<file path="src/rtl/ireg_burst_bank.sv">
// Operand register bank: direct write, streaming burst loader, clear sweep,
// and N_RD independent read ports with an optional registered write-first read.
// Ports: clk, rst_n, wr/wr_addr/wr_data, load_start/load_base/load_len,
//        in_valid/in_data/in_ready, load_done, clr_start, clr_done, busy,
//        rd_addr (packed N_RD x AW), rd_data (packed N_RD x DATA_W).
module ireg_burst_bank #(
  parameter int DATA_W = 8,
  parameter int DEPTH  = 32,
  parameter int N_RD   = 4,
  parameter int RD_REG = 0,
  localparam int AW    = $clog2(DEPTH)
) (
  input  logic                   clk,
  input  logic                   rst_n,
  input  logic                   wr,
  input  logic [AW-1:0]          wr_addr,
  input  logic [DATA_W-1:0]      wr_data,
  input  logic                   load_start,
  input  logic [AW-1:0]          load_base,
  input  logic [AW:0]            load_len,
  input  logic                   in_valid,
  input  logic [DATA_W-1:0]      in_data,
  output logic                   in_ready,
  output logic                   load_done,
  input  logic                   clr_start,
  output logic                   clr_done,
  output logic                   busy,
  input  logic [N_RD*AW-1:0]     rd_addr,
  output logic [N_RD*DATA_W-1:0] rd_data
);

  localparam logic [AW:0]   LP_DEPTH = (AW+1)'(DEPTH);
  localparam logic [AW-1:0] LP_LAST  = AW'(DEPTH-1);
  localparam logic [AW:0]   LP_ONE   = (AW+1)'(1);

  typedef enum logic [1:0] {
    ST_IDLE,
    ST_LOAD,
    ST_CLEAR
  } state_t;

  state_t              r_state;
  state_t              w_state_n;
  logic [AW-1:0]       r_ptr;
  logic [AW-1:0]       w_ptr_n;
  logic [AW:0]         r_rem;
  logic [AW:0]         w_rem_n;
  logic [AW-1:0]       r_idx;
  logic [AW-1:0]       w_idx_n;
  logic                r_load_done;
  logic                w_load_done_n;
  logic                r_clr_done;
  logic                w_clr_done_n;

  logic                w_we;
  logic [AW-1:0]       w_waddr;
  logic [DATA_W-1:0]   w_wdata;
  logic                w_wr_ok;

  logic [DATA_W-1:0]   r_mem [DEPTH];

  always_ff @(posedge clk or negedge rst_n) begin
    if (!rst_n) begin
      r_state     <= ST_IDLE;
      r_ptr       <= '0;
      r_rem       <= '0;
      r_idx       <= '0;
      r_load_done <= 1'b0;
      r_clr_done  <= 1'b0;
    end else begin
      r_state     <= w_state_n;
      r_ptr       <= w_ptr_n;
      r_rem       <= w_rem_n;
      r_idx       <= w_idx_n;
      r_load_done <= w_load_done_n;
      r_clr_done  <= w_clr_done_n;
    end
  end

  // One write source per cycle; the FSM state picks which one owns it.
  always_comb begin
    w_state_n     = r_state;
    w_ptr_n       = r_ptr;
    w_rem_n       = r_rem;
    w_idx_n       = r_idx;
    w_load_done_n = 1'b0;
    w_clr_done_n  = 1'b0;
    w_we          = 1'b0;
    w_waddr       = '0;
    w_wdata       = '0;
    unique case (r_state)
      ST_IDLE: begin
        if (clr_start) begin
          w_state_n = ST_CLEAR;
          w_idx_n   = '0;
        end else if (load_start) begin
          if (load_len == '0) begin
            w_load_done_n = 1'b1;
          end else begin
            w_state_n = ST_LOAD;
            w_ptr_n   = load_base;
            w_rem_n   = load_len;
          end
        end else if (wr) begin
          w_we    = 1'b1;
          w_waddr = wr_addr;
          w_wdata = wr_data;
        end
      end
      ST_LOAD: begin
        if (in_valid) begin
          w_we    = 1'b1;
          w_waddr = r_ptr;
          w_wdata = in_data;
          w_ptr_n = (r_ptr >= LP_LAST) ? '0 : r_ptr + 1'b1;
          w_rem_n = r_rem - 1'b1;
          if (r_rem == LP_ONE) begin
            w_state_n     = ST_IDLE;
            w_load_done_n = 1'b1;
          end
        end
      end
      ST_CLEAR: begin
        w_we    = 1'b1;
        w_waddr = r_idx;
        w_wdata = '0;
        if (r_idx == LP_LAST) begin
          w_state_n    = ST_IDLE;
          w_clr_done_n = 1'b1;
        end else begin
          w_idx_n = r_idx + 1'b1;
        end
      end
      default: begin
        w_state_n = ST_IDLE;
      end
    endcase
  end

  // Addresses past the last entry only exist for non power-of-two depths.
  assign w_wr_ok = w_we && ({1'b0, w_waddr} < LP_DEPTH);

  always_ff @(posedge clk or negedge rst_n) begin
    if (!rst_n) begin
      for (int i = 0; i < DEPTH; i++) begin
        r_mem[i] <= '0;
      end
    end else if (w_wr_ok) begin
      r_mem[w_waddr] <= w_wdata;
    end
  end

  assign in_ready  = (r_state == ST_LOAD);
  assign busy      = (r_state != ST_IDLE);
  assign load_done = r_load_done;
  assign clr_done  = r_clr_done;

  for (genvar k = 0; k < N_RD; k++) begin : g_rd
    logic [AW-1:0]     w_ra;
    logic [DATA_W-1:0] w_rv;

    assign w_ra = rd_addr[k*AW +: AW];
    assign w_rv = ({1'b0, w_ra} < LP_DEPTH) ? r_mem[w_ra] : '0;

    if (RD_REG != 0) begin : g_reg
      logic [DATA_W-1:0] r_rd;

      // Write-first: a same-cycle write to the read address wins.
      always_ff @(posedge clk or negedge rst_n) begin
        if (!rst_n) begin
          r_rd <= '0;
        end else if (w_wr_ok && (w_waddr == w_ra)) begin
          r_rd <= w_wdata;
        end else begin
          r_rd <= w_rv;
        end
      end

      assign rd_data[k*DATA_W +: DATA_W] = r_rd;
    end else begin : g_comb
      assign rd_data[k*DATA_W +: DATA_W] = w_rv;
    end
  end

endmodule

</file>
<file path="config.mk">
export PLATFORM = sky130hd
export DESIGN_NAME = ireg_burst_bank
export DESIGN_NICKNAME = d
export VERILOG_FILES = /design/src/rtl/ireg_burst_bank.sv
export SDC_FILE = /design/constraint.sdc
export NUM_CORES = 1
export LEC_CHECK = 0
export BUFFER_PORTS_ARGS = -buffer_cell sky130_fd_sc_hd__buf_2
export CAP_MARGIN = 15
export CORE_UTILIZATION = 65
export DETAILED_ROUTE_END_ITERATION = 8
export HOLD_SLACK_MARGIN = 0.1
export PLACE_DENSITY_LB_ADDON = 0.05
export SLEW_MARGIN = 20
export SYNTH_ARGS = -nofsm -noshare
export SYNTH_HDL_FRONTEND = slang
export SYNTH_SLANG_ARGS = --single-unit
</file>
<file path="constraint.sdc">
create_clock -name clk -period 6.61 [get_ports clk]
set_clock_uncertainty 0.05 [all_clocks]
set_input_delay 0.3305 -clock clk [delete_from_list [all_inputs] [get_ports clk]]
set_output_delay 0.3305 -clock clk [all_outputs]
set_load 0.1 [all_outputs]
</file>
==> out/results.txt <==
Status = finished, final reports clean
Setup tns final = 0 ns
Yosys warnings = 0
Area share of the largest cell type after synthesis = 37.0%
Footprint of the multi-input gates = 12000 sq um
Hold slack = 0.126 ns
Vias after detailed routing = 12900
CTS root buf = clkbuf_16
Syn Nets = 1252
Share of post-route cells with drive strength above 1 = 56.9%
Crit share post-route = 60.0%
# IOs = 94
Router iterations before antenna repair = 5
Min-Delay Path Class = in2reg
Total Routed Length = 55100 um
Vias/cell = 7.93
Cell row count = 62
Primary FF master, synth = dfrtp_1
Fmax = 252 MHz
Syn Area/Cell = 16.4 sq um
Full die area = 30600 sq um
Min cycle time layout = 3.97 ns
Initial Util = 66.9%
Main area contributors after synthesis = mux4_2 37%, dfrtp_1 35%, mux2_2 10%
Fraction of registers with async set/reset = 100%
Total track usage = 38.3%
Clock latency on the worst-skew pair = 0.51 ns
Distinct cells, synth = 55
CTS max path bufs = 3
# fillers = 1806
DRC viols = 0
Seq pwr share = 36.9%
Post-synth EDFFs = 0
Power per cell area = 237 nW/um^2
Initial antenna violation count = 0
Kind of critical path = reg2reg
Port Buffers = 93
Iter 0 DRT Violations = 1516
Int Pwr = 3.44 mW
CTS sink count = 276
First-pass GRT wire length = 85400 um
Commonest cells after routing, fill and taps aside = 320 x mux4_2, 276 x dfrtp_1, 172 x mux2_2, 101 x mux2_1, 88 x buf_2
Post-Synthesis Cells = 1188
CP Max Fanout = 18
Synth area leader = mux4_2
Die Y-Extent = 175 um
Final hold vios = 0
Total CTS buffers = 34
Net Sw Power = 1.63 mW
Core box area = 29100 sq um
CP Capture Type = flip-flop
Data arrival, critical path = 4.31 ns
Seq. cell area = 6910 sq um
Vias in the first global route = 13400
Worst Path Required = 6.96 ns
Syn Std Cell Area = 19500 sq um
Leak pwr = 9.28 nW
Largest stage delay, worst path = 0.94 ns
Critical-path top delay cell = and3_1
Clock power share = 39.6%
Setup violators final = 0
Final HPWL DP = 34600 um
Synthesis-to-finish area growth = 9.65%
Slew Limit Fails = 0
Sequential fraction of the synthesis area = 35.5%
DRT antenna net count = 0
Startpoint Class = flip-flop
RSZ-0062 raised after global routing = false
Max-cap violations = 0
Htree depth = 2
# nets final = 1282
Drt wl/cell = 33.9 um
Switching Share = 32.1%
Slew headroom = 22.3%
Die X = 175 um
Inserted Diodes = 0
TritonCTS clock tree = yes
Combinational cell fraction of total power = 23.4%
VDD IR max = 0.273 mV
Largest net degree at the start of global routing = 79
Commonest non-fill, non-tap cell in the layout = mux4_2
Clock transition at path regs = 0.06 ns
Total grt overflow = 0
Gpl congestion = 0.866
Worst-Margin Slew = 1.16 ns
Seq cells post-synth = 276
Crit path cell chain = nor2_2 > and3_1 > a221o_1 > nand4_2 > mux2_2
==> routing by layer <==
metal | wire (um) | track usage (%)
met2 | 26200 | 58.5
met3 | 6200 | 9.99
met4 | 2240 | 14.9
met5 | 0 | 0
met1 | 20500 | 53.4
==> final timing paths <==
check | from | endpoint | slack (ns) | depth (start not counted)
min reg2reg | r_rem[4] | r_rem[4] | 0.46 | 2
max reg2reg | r_state[0] | r_mem[89] | 2.64 | 5
min | load_base[4] | r_ptr[4] | 0.13 | 3
min in group asynchronous | rst_n | r_mem[59] | 0.33 | 2
max | r_state[0] | r_mem[89] | 2.64 | 5
max in group asynchronous | rst_n | r_mem[67] | 4.75 | 3
==> layout make-up <==
cell class	count	area share, %
inverter	11	0.193
multi-input combinational	774	56.1
clock inverter	9	0.698
timing repair buffer	121	3.45
clock buffer	52	4.98
sequential	276	32.4
tap	384	2.25
==> cell usage after synthesis (5+ instances only) <==
library cell,count
nand4_4,9
nor4_4,9
nand4_1,5
nor2_1,17
a22oi_1,6
mux4_2,320
a21oi_1,11
mux2_1,101
mux2_2,172
clkbuf_1,62
buf_1,40
buf_2,14
mux2_4,16
inv_1,11
ha_1,6
o21ai_0,16
nor3_1,7
a22o_1,13
buf_4,6
and3_1,6
dfrtp_1,276
==> state kept, by name, indices dropped and copies added (netlist names) <==
register	flops
r_mem	256
r_rem	6
r_idx	5
r_ptr	5
r_state	2
clr_done	1
load_done	1
==> power groups by stage <==
stage	Sequential [mW]	Clock (mW)	Combinational, mW
2_1_floorplan	1.86	0	0.898
3_3_place_gp	1.89	0	1.15
3_5_place_dp	1.89	0	1.17
4_1_cts	1.87	2.03	1.18
5_1_grt	1.88	2.10	1.25
6_report	1.87	2.01	1.19
==> stage by stage <==
step | setup WS [ns] | util (%) | power [mW] | instance area (sq um) | instances
2_1_floorplan | 3.64 | - | 2.76 | 19500 | 1188
3_3_place_gp | 2.74 | 68.7 | 3.04 | 20000 | 1552
3_5_place_dp | 2.71 | 68.7 | 3.06 | 20000 | 1552
4_1_cts | 2.71 | 73.3 | 5.07 | 21300 | 1625
5_1_grt | 2.47 | 73.4 | 5.23 | 21300 | 1627
6_report | 2.64 | 73.4 | 5.06 | 21300 | 1627
==> kinds of logic after synthesis <==
logic type               synth area share (%)
buffers and inverters                    3.12
AND/OR/NAND/NOR                          4.25
flip-flops                               35.5
multiplexers                             54.1
adder cells (fa/ha/maj)                 0.386
AO/OA/AOI/OAI                            2.71
==> timing repair <==
item / 4_1_cts / 5_1_grt
hold endpoints to repair: 85 / 0
resized for setup: 0 / 0
buffers inserted: 0 / 0
hold buffers: 12 / 0
==> worst max-delay path: cells and delay by family, from the launching register on <==
| kind | cells | cell delay (ns) |
|---|---|---|
| AO/OA/AOI/OAI | 1 | 0.82 |
| AND/OR/NAND/NOR | 3 | 1.91 |
| flip-flops | 1 | 0.54 |
| multiplexers | 1 | 0.52 |
No activity file was read; power rests on OpenSTA's default activity.
